<file path="src/rtl/acq_trigger_ctrl_if.sv">
// Sample stream in, frame RAM write port out, for the acquisition/trigger controller.
interface acq_trigger_ctrl_if;
  logic       sample_en;
  logic [7:0] adc_a;
  logic       wr_en;
  logic [8:0] wr_addr;

  modport master (output sample_en, output adc_a, input  wr_en, input  wr_addr);
  modport slave  (input  sample_en, input  adc_a, output wr_en, output wr_addr);
endinterface

</file>
<file path="src/rtl/acq_trigger_ctrl.sv">
// Oscilloscope acquisition sequencer: pre-trigger fill, trigger search, post fill, hold,
// plus the pan-adjusted display base address derived from the trigger position.
module acq_trigger_ctrl #(
  parameter int unsigned DEPTH        = 400,
  parameter int unsigned PRE          = 100,
  parameter int unsigned FRAME        = 200,
  parameter int unsigned STEP         = 10,
  parameter int unsigned AUTO_TIMEOUT = 1000,
  parameter int unsigned HOLD_SAMPLES = 400
) (
  input  logic                   sys_clk,
  input  logic                   rst_n,
  acq_trigger_ctrl_if.slave      bus,
  input  logic [7:0]             trig_level,
  input  logic                   trig_slope,
  input  logic [1:0]             trig_mode,
  input  logic                   arm,
  input  logic                   key_left,
  input  logic                   key_right,
  output logic [8:0]             view_base,
  output logic                   triggered,
  output logic                   frame_done,
  output logic [2:0]             state
);

  typedef enum logic [2:0] {
    IDLE    = 3'd0,
    PRETRIG = 3'd1,
    ARMED   = 3'd2,
    POST    = 3'd3,
    HOLD    = 3'd4
  } state_t;

  localparam int unsigned M1      = (PRE > DEPTH) ? PRE : DEPTH;
  localparam int unsigned M2      = (AUTO_TIMEOUT > HOLD_SAMPLES) ? AUTO_TIMEOUT : HOLD_SAMPLES;
  localparam int unsigned CNT_MAX = (M1 > M2) ? M1 : M2;
  localparam int unsigned CW      = $clog2(CNT_MAX + 1);

  localparam logic [CW-1:0] PRE_LAST  = CW'(PRE - 1);
  localparam logic [CW-1:0] AUTO_LAST = CW'(AUTO_TIMEOUT - 1);
  localparam logic [CW-1:0] HOLD_LAST = CW'(HOLD_SAMPLES - 1);
  localparam logic [CW-1:0] POST_LOAD = CW'(DEPTH - PRE - 1);
  localparam logic [CW-1:0] CNT_ONE   = CW'(1);

  localparam logic [8:0] LAST_ADDR = 9'(DEPTH - 1);

  localparam int unsigned OFF_MAX   = DEPTH - FRAME;
  localparam int unsigned OFF_PRE   = (PRE > FRAME / 2) ? PRE - FRAME / 2 : 0;
  localparam int unsigned OFF_RST   = (OFF_PRE > OFF_MAX) ? OFF_MAX : OFF_PRE;
  localparam int unsigned VB_RST    = (DEPTH - PRE + OFF_RST) % DEPTH;

  localparam logic [9:0] OFF_MAX10 = 10'(OFF_MAX);
  localparam logic [9:0] STEP10    = 10'(STEP);
  localparam logic [9:0] DEPTH10   = 10'(DEPTH);
  localparam logic [9:0] VB_BIAS   = 10'(DEPTH - PRE);

  state_t      st;
  logic [CW-1:0] cnt;
  logic [8:0]  ptr;
  logic [8:0]  trig_addr;
  logic [7:0]  prev;
  logic        prev_valid;
  logic        forced;
  logic [8:0]  offset;

  logic        mode_single;
  logic        mode_auto;
  logic        writing;
  logic        trig_hit;
  logic        force_hit;
  logic [8:0]  ptr_next;
  logic [9:0]  off_up;
  logic [8:0]  off_next;
  logic [9:0]  vb_sum;
  logic [9:0]  vb_s1;
  logic [9:0]  vb_s2;

  assign mode_single = (trig_mode == 2'd2);
  assign mode_auto   = (trig_mode == 2'd0);
  assign writing     = (st == PRETRIG) || (st == ARMED) || (st == POST);
  assign bus.wr_en   = rst_n && bus.sample_en && writing;
  assign bus.wr_addr = ptr;
  assign state       = st;
  assign ptr_next    = (ptr == LAST_ADDR) ? '0 : ptr + 9'd1;

  always_comb begin
    trig_hit = 1'b0;
    if (prev_valid) begin
      if (trig_slope) trig_hit = (prev < trig_level) && (bus.adc_a >= trig_level);
      else            trig_hit = (prev > trig_level) && (bus.adc_a <= trig_level);
    end
  end

  assign force_hit = mode_auto && (cnt == AUTO_LAST);

  always_ff @(posedge sys_clk) begin
    if (!rst_n) begin
      st         <= IDLE;
      cnt        <= '0;
      ptr        <= '0;
      trig_addr  <= '0;
      prev       <= '0;
      prev_valid <= 1'b0;
      forced     <= 1'b0;
      triggered  <= 1'b0;
      frame_done <= 1'b0;
    end else begin
      frame_done <= 1'b0;
      if (bus.sample_en) begin
        prev       <= bus.adc_a;
        prev_valid <= 1'b1;
      end
      if (bus.wr_en) ptr <= ptr_next;

      unique case (st)
        IDLE: begin
          if (!mode_single || arm) begin
            st  <= PRETRIG;
            cnt <= '0;
          end
        end
        PRETRIG: begin
          if (bus.sample_en) begin
            if (cnt == PRE_LAST) begin
              st  <= ARMED;
              cnt <= '0;
            end else begin
              cnt <= cnt + CNT_ONE;
            end
          end
        end
        ARMED: begin
          if (bus.sample_en) begin
            if (trig_hit || force_hit) begin
              st        <= POST;
              cnt       <= POST_LOAD;
              trig_addr <= ptr;
              forced    <= !trig_hit;
            end else if (cnt != AUTO_LAST) begin
              cnt <= cnt + CNT_ONE;
            end
          end
        end
        POST: begin
          if (bus.sample_en) begin
            if (cnt == CNT_ONE) begin
              st         <= HOLD;
              cnt        <= '0;
              triggered  <= !forced;
              frame_done <= 1'b1;
            end else begin
              cnt <= cnt - CNT_ONE;
            end
          end
        end
        HOLD: begin
          // Single mode leaves HOLD only on arm, which acts without a sample strobe.
          if (mode_single) begin
            if (arm) begin
              st  <= PRETRIG;
              cnt <= '0;
            end
          end else if (bus.sample_en) begin
            if (cnt >= HOLD_LAST) begin
              st  <= PRETRIG;
              cnt <= '0;
            end else begin
              cnt <= cnt + CNT_ONE;
            end
          end
        end
        default: st <= IDLE;
      endcase
    end
  end

  always_comb begin
    off_up   = {1'b0, offset} + STEP10;
    off_next = offset;
    if (key_right && !key_left)
      off_next = (off_up > OFF_MAX10) ? 9'(OFF_MAX10) : 9'(off_up);
    else if (key_left && !key_right)
      off_next = ({1'b0, offset} >= STEP10) ? 9'({1'b0, offset} - STEP10) : '0;
  end

  // Sum stays below 3*DEPTH, so two conditional subtracts complete the modulo.
  always_comb begin
    vb_sum = {1'b0, trig_addr} + VB_BIAS + {1'b0, offset};
    vb_s1  = (vb_sum >= DEPTH10) ? vb_sum - DEPTH10 : vb_sum;
    vb_s2  = (vb_s1 >= DEPTH10) ? vb_s1 - DEPTH10 : vb_s1;
  end

  always_ff @(posedge sys_clk) begin
    if (!rst_n) begin
      offset    <= 9'(OFF_RST);
      view_base <= 9'(VB_RST);
    end else begin
      offset    <= off_next;
      view_base <= vb_s2[8:0];
    end
  end

endmodule

</file>
<file path="src/flat_wrapper.sv">
// flat-port wrapper written by rule: the top's interface ports become plain ports
module acq_trigger_ctrl_flat 
#(
  parameter int unsigned DEPTH        = 400,
  parameter int unsigned PRE          = 100,
  parameter int unsigned FRAME        = 200,
  parameter int unsigned STEP         = 10,
  parameter int unsigned AUTO_TIMEOUT = 1000,
  parameter int unsigned HOLD_SAMPLES = 400
)
  (sys_clk, rst_n, trig_level, trig_slope, trig_mode, arm, key_left, key_right, view_base, triggered, frame_done, state, bus_sample_en, bus_adc_a, bus_wr_en, bus_wr_addr);
  acq_trigger_ctrl_if bus_i ();
  input  logic sys_clk;
  input  logic rst_n;
  input  logic [7:0] trig_level;
  input  logic trig_slope;
  input  logic [1:0] trig_mode;
  input  logic arm;
  input  logic key_left;
  input  logic key_right;
  output logic [8:0] view_base;
  output logic triggered;
  output logic frame_done;
  output logic [2:0] state;
  input wire logic [$bits(bus_i.sample_en)-1:0] bus_sample_en;
  input wire logic [$bits(bus_i.adc_a)-1:0] bus_adc_a;
  output wire logic [$bits(bus_i.wr_en)-1:0] bus_wr_en;
  output wire logic [$bits(bus_i.wr_addr)-1:0] bus_wr_addr;
  assign bus_i.sample_en = bus_sample_en;
  assign bus_i.adc_a = bus_adc_a;
  assign bus_wr_en = bus_i.wr_en;
  assign bus_wr_addr = bus_i.wr_addr;
  acq_trigger_ctrl #(.DEPTH(DEPTH), .PRE(PRE), .FRAME(FRAME), .STEP(STEP), .AUTO_TIMEOUT(AUTO_TIMEOUT), .HOLD_SAMPLES(HOLD_SAMPLES)) u_core (.sys_clk(sys_clk), .rst_n(rst_n), .bus(bus_i), .trig_level(trig_level), .trig_slope(trig_slope), .trig_mode(trig_mode), .arm(arm), .key_left(key_left), .key_right(key_right), .view_base(view_base), .triggered(triggered), .frame_done(frame_done), .state(state));
endmodule
</file>
<file path="config.mk">
export PLATFORM = sky130hd
export DESIGN_NAME = acq_trigger_ctrl_flat
export DESIGN_NICKNAME = d
export VERILOG_FILES = /design/src/rtl/acq_trigger_ctrl_if.sv /design/src/rtl/acq_trigger_ctrl.sv /design/src/flat_wrapper.sv
export SDC_FILE = /design/constraint.sdc
export NUM_CORES = 1
export LEC_CHECK = 0
export CAP_MARGIN = 10
export CORE_MARGIN = 2
export CORE_UTILIZATION = 63
export DETAILED_ROUTE_END_ITERATION = 16
export PLACE_DENSITY = 0.95
export RECOVER_POWER = 50
export SKIP_CTS_REPAIR_TIMING = 1
export SYNTH_ARGS = -nofsm -noshare
export SYNTH_HDL_FRONTEND = slang
export SYNTH_SLANG_ARGS = --single-unit
</file>
<file path="constraint.sdc">
create_clock -name sys_clk -period 10.46 [get_ports sys_clk]
set_input_delay 2.092 -clock sys_clk [delete_from_list [all_inputs] [get_ports sys_clk]]
set_output_delay 2.092 -clock sys_clk [all_outputs]
set_load 0.01 [all_outputs]
</file>
==> metrics <==
VDD IR max=0.126 mV; # rows=31; Final nets=706; CTS Buf Count=9; CTS tree=done; area leader, netlist=dfxtp_1; grt total ovfl=0; register area=1200 µm²; Tot GR Track Use=0.321; vias in the first global route=4740; drc violations=0; Ys Warns=0; maxcap violations=1; Die ar.=8270 µm²; Core ar.=7290 µm²; clock buffer depth=2; FF+latch count, synth=60; number of port buffers=48; Root Buffer=clkbuf_8; fin. max-slew vios=38; slew margin rel.=-0.00663; violated checks=max-capacitance violations, max-slew violations; clock transition at the registers of the reported paths=0.07 ns; syn_nets=675; Post-DP HPWL=9.27 mm; DR WL/cell=17.6 µm; worst-path maximum fanout=37; synthesized cell area=4760 µm²; dpl ws=4.05 ns; Final Util=0.748; first-pass GRT wire length=22.0 mm; starting density of the core=0.653; Worst Path Required=8.37 ns; crit path DAT=5.07 ns; async set-or-reset flop fraction in the synthesized netlist=0; area delta synth->final=14.6%; TritonRoute pass-1 iters=6; CP Capture Type=primary output; post-synthesis sequential area ratio=0.252; # IOs=49; antenna-violating nets left=0; drt total wl=13.0 mm; final number of hold-violating endpoints=0; vias per cell=6.61; setup violators final=0; largest net degree at the start of global routing=38; insertion delay to the later sink of the worst-skew pair=0.35 ns; Synth top area share=0.252; Avg Inst Size Synth=7.87 µm²; footprint of the multi-input gates=3250 µm²; Die Y=90.9 µm; Design Power=1.05 mW; kind of critical path=primary input to primary output; CTS sink cnt=60; post-route setup TNS=0 ns; initial antenna violation count=0; share of layout cells above drive strength 1=0.0733; Final Skew=0.00946 ns; Die X=90.9 µm; min cycle time layout=7.16 ns; pwr/cell area=192 nW/µm²; n_diodes=0; crit start category=primary input; via count=4890; Worst Hold Class=register to register; Post-synth EDFFs=0; Distinct cells, synth=85; outcome=finished, violations left; final worst slack=3.30 ns; largest cells by area after synthesis=dfxtp_1 25%, ha_1 12%, nand2_1 5.1%; FMAX=0.140 GHz; leakage=2.41 nW; Most used DFF post-synth=dfxtp_1; fill count=505; RSZ-0062 raised after global routing=false; Slew @ Worst Pin=1.51 ns; fin crit share=0.684; drt initial violations=353; htree depth=3; final hold slack=0.472 ns; Post-Synthesis Cells=605; placer congestion estimate=0.954
==> synth_stat cells (8+ instances only) <==
cell type  number
a31oi_1         8
o21ai_0        25
inv_1          46
nor2_1         55
nand3_1        11
or3_1           8
nor2b_1         8
ha_1           44
clkbuf_1       18
a21o_1          9
nand2_1        65
dfxtp_1        60
mux2i_1        21
nand4_1        10
nor3_1         19
a21oi_1        34
and3_1         14
==> cell usage in the layout, fill, tap and decap left out, types with 5 or more instances in the layout <==
cell	instances
nand2_1	65
dfxtp_1	60
nor2_1	55
inv_1	46
ha_1	44
a21oi_1	34
clkdlybuf4s50_1	26
o21ai_0	25
dlygate4sd3_1	22
mux2i_1	21
nor3_1	19
and3_1	14
nand3_1	11
nand4_1	10
clkbuf_8	10
a21o_1	9
or3_1	8
nor2b_1	8
a31oi_1	8
xor2_1	7
o211ai_1	7
xnor2_1	7
a211oi_1	6
a32o_1	5
a221oi_1	5
==> worst max-delay path, cell delays in order <==
cell and delay [ns]:
dlygate4sd3_1 0.53, clkbuf_1 1.09, nand2_1 0.16, or3_1 0.44, inv_1 0.18, clkdlybuf4s50_1 0.56
==> registers in the layout (all words and copies together) (netlist names) <==
register            cells
u_core.trig_addr        9
u_core.forced           1
u_core.prev_valid       1
u_core.frame_done       1
u_core.bus.wr_addr      9
u_core.view_base        9
u_core.offset           8
u_core.prev             8
u_core.state            3
u_core.cnt             10
u_core.triggered        1
==> worst paths after layout <==
| kind | from | end | slack [ns] | depth (start not counted) |
|---|---|---|---|---|
| max reg2reg | u_core.offset[3]$_SDFFE_PN0P_ | u_core.view_base[7]$_SDFF_PN0_ | 5.39 | 19 |
| max | rst_n | bus_wr_en | 3.30 | 6 |
| min reg2reg | u_core.trig_addr[8]$_SDFFE_PN0P_ | u_core.trig_addr[8]$_SDFFE_PN0P_ | 0.47 | 2 |
| min | u_core.trig_addr[8]$_SDFFE_PN0P_ | u_core.trig_addr[8]$_SDFFE_PN0P_ | 0.47 | 2 |
==> report_power, final <==
group | leakage [nW] | internal (mW) | total, mW | switching [mW]
logic | 1.81 | 0.205 | 0.509 | 0.304
clock network | 0.113 | 0.140 | 0.240 | 0.101
registers | 0.489 | 0.255 | 0.298 | 0.0432
total | 2.41 | 0.599 | 1.05 | 0.448
==> metrics by stage <==
stage          area (µm²)  instances
2_1_floorplan        4760        605
3_3_place_gp         5240        723
3_5_place_dp         5240        723
6_report             5460        740
4_1_cts              5450        739
5_1_grt              5460        740
==> layout make-up <==
type,count,area share
Clock inverter,5,0.0138
Sequential cell,60,0.220
Multi-Input combinational cell,468,0.595
Clock buffer,11,0.0259
Timing Repair Buffer,50,0.0897
Inverter,47,0.0323
Tap cell,99,0.0227
==> cell families (layout without fill, tap and decap cells) <==
kind of cell / Yosys count / count (layout) / synth area share
flops: 60 / 60 / 0.252
xor+xnor: 14 / 14 / 0.0257
compound gates: 158 / 158 / 0.245
other cells: 1 / 1 / 0.000787
fa+ha+maj: 45 / 45 / 0.120
buf+inv: 77 / 113 / 0.0657
simple gates: 228 / 228 / 0.244
mux: 22 / 22 / 0.0470
==> per-layer routing <==
| metal | share of wire | vias to the layer above | track usage |
|---|---|---|---|
| li1 | - | 2264 | - |
| met5 | 0 | - | 0 |
| met1 | 0.38 | 2287 | 0.384 |
| met3 | 0.078 | 57 | 0.0456 |
| met2 | 0.51 | 282 | 0.564 |
| met4 | 0.035 | 0 | 0.152 |
Note: power is estimated with default switching activity, not from simulation.
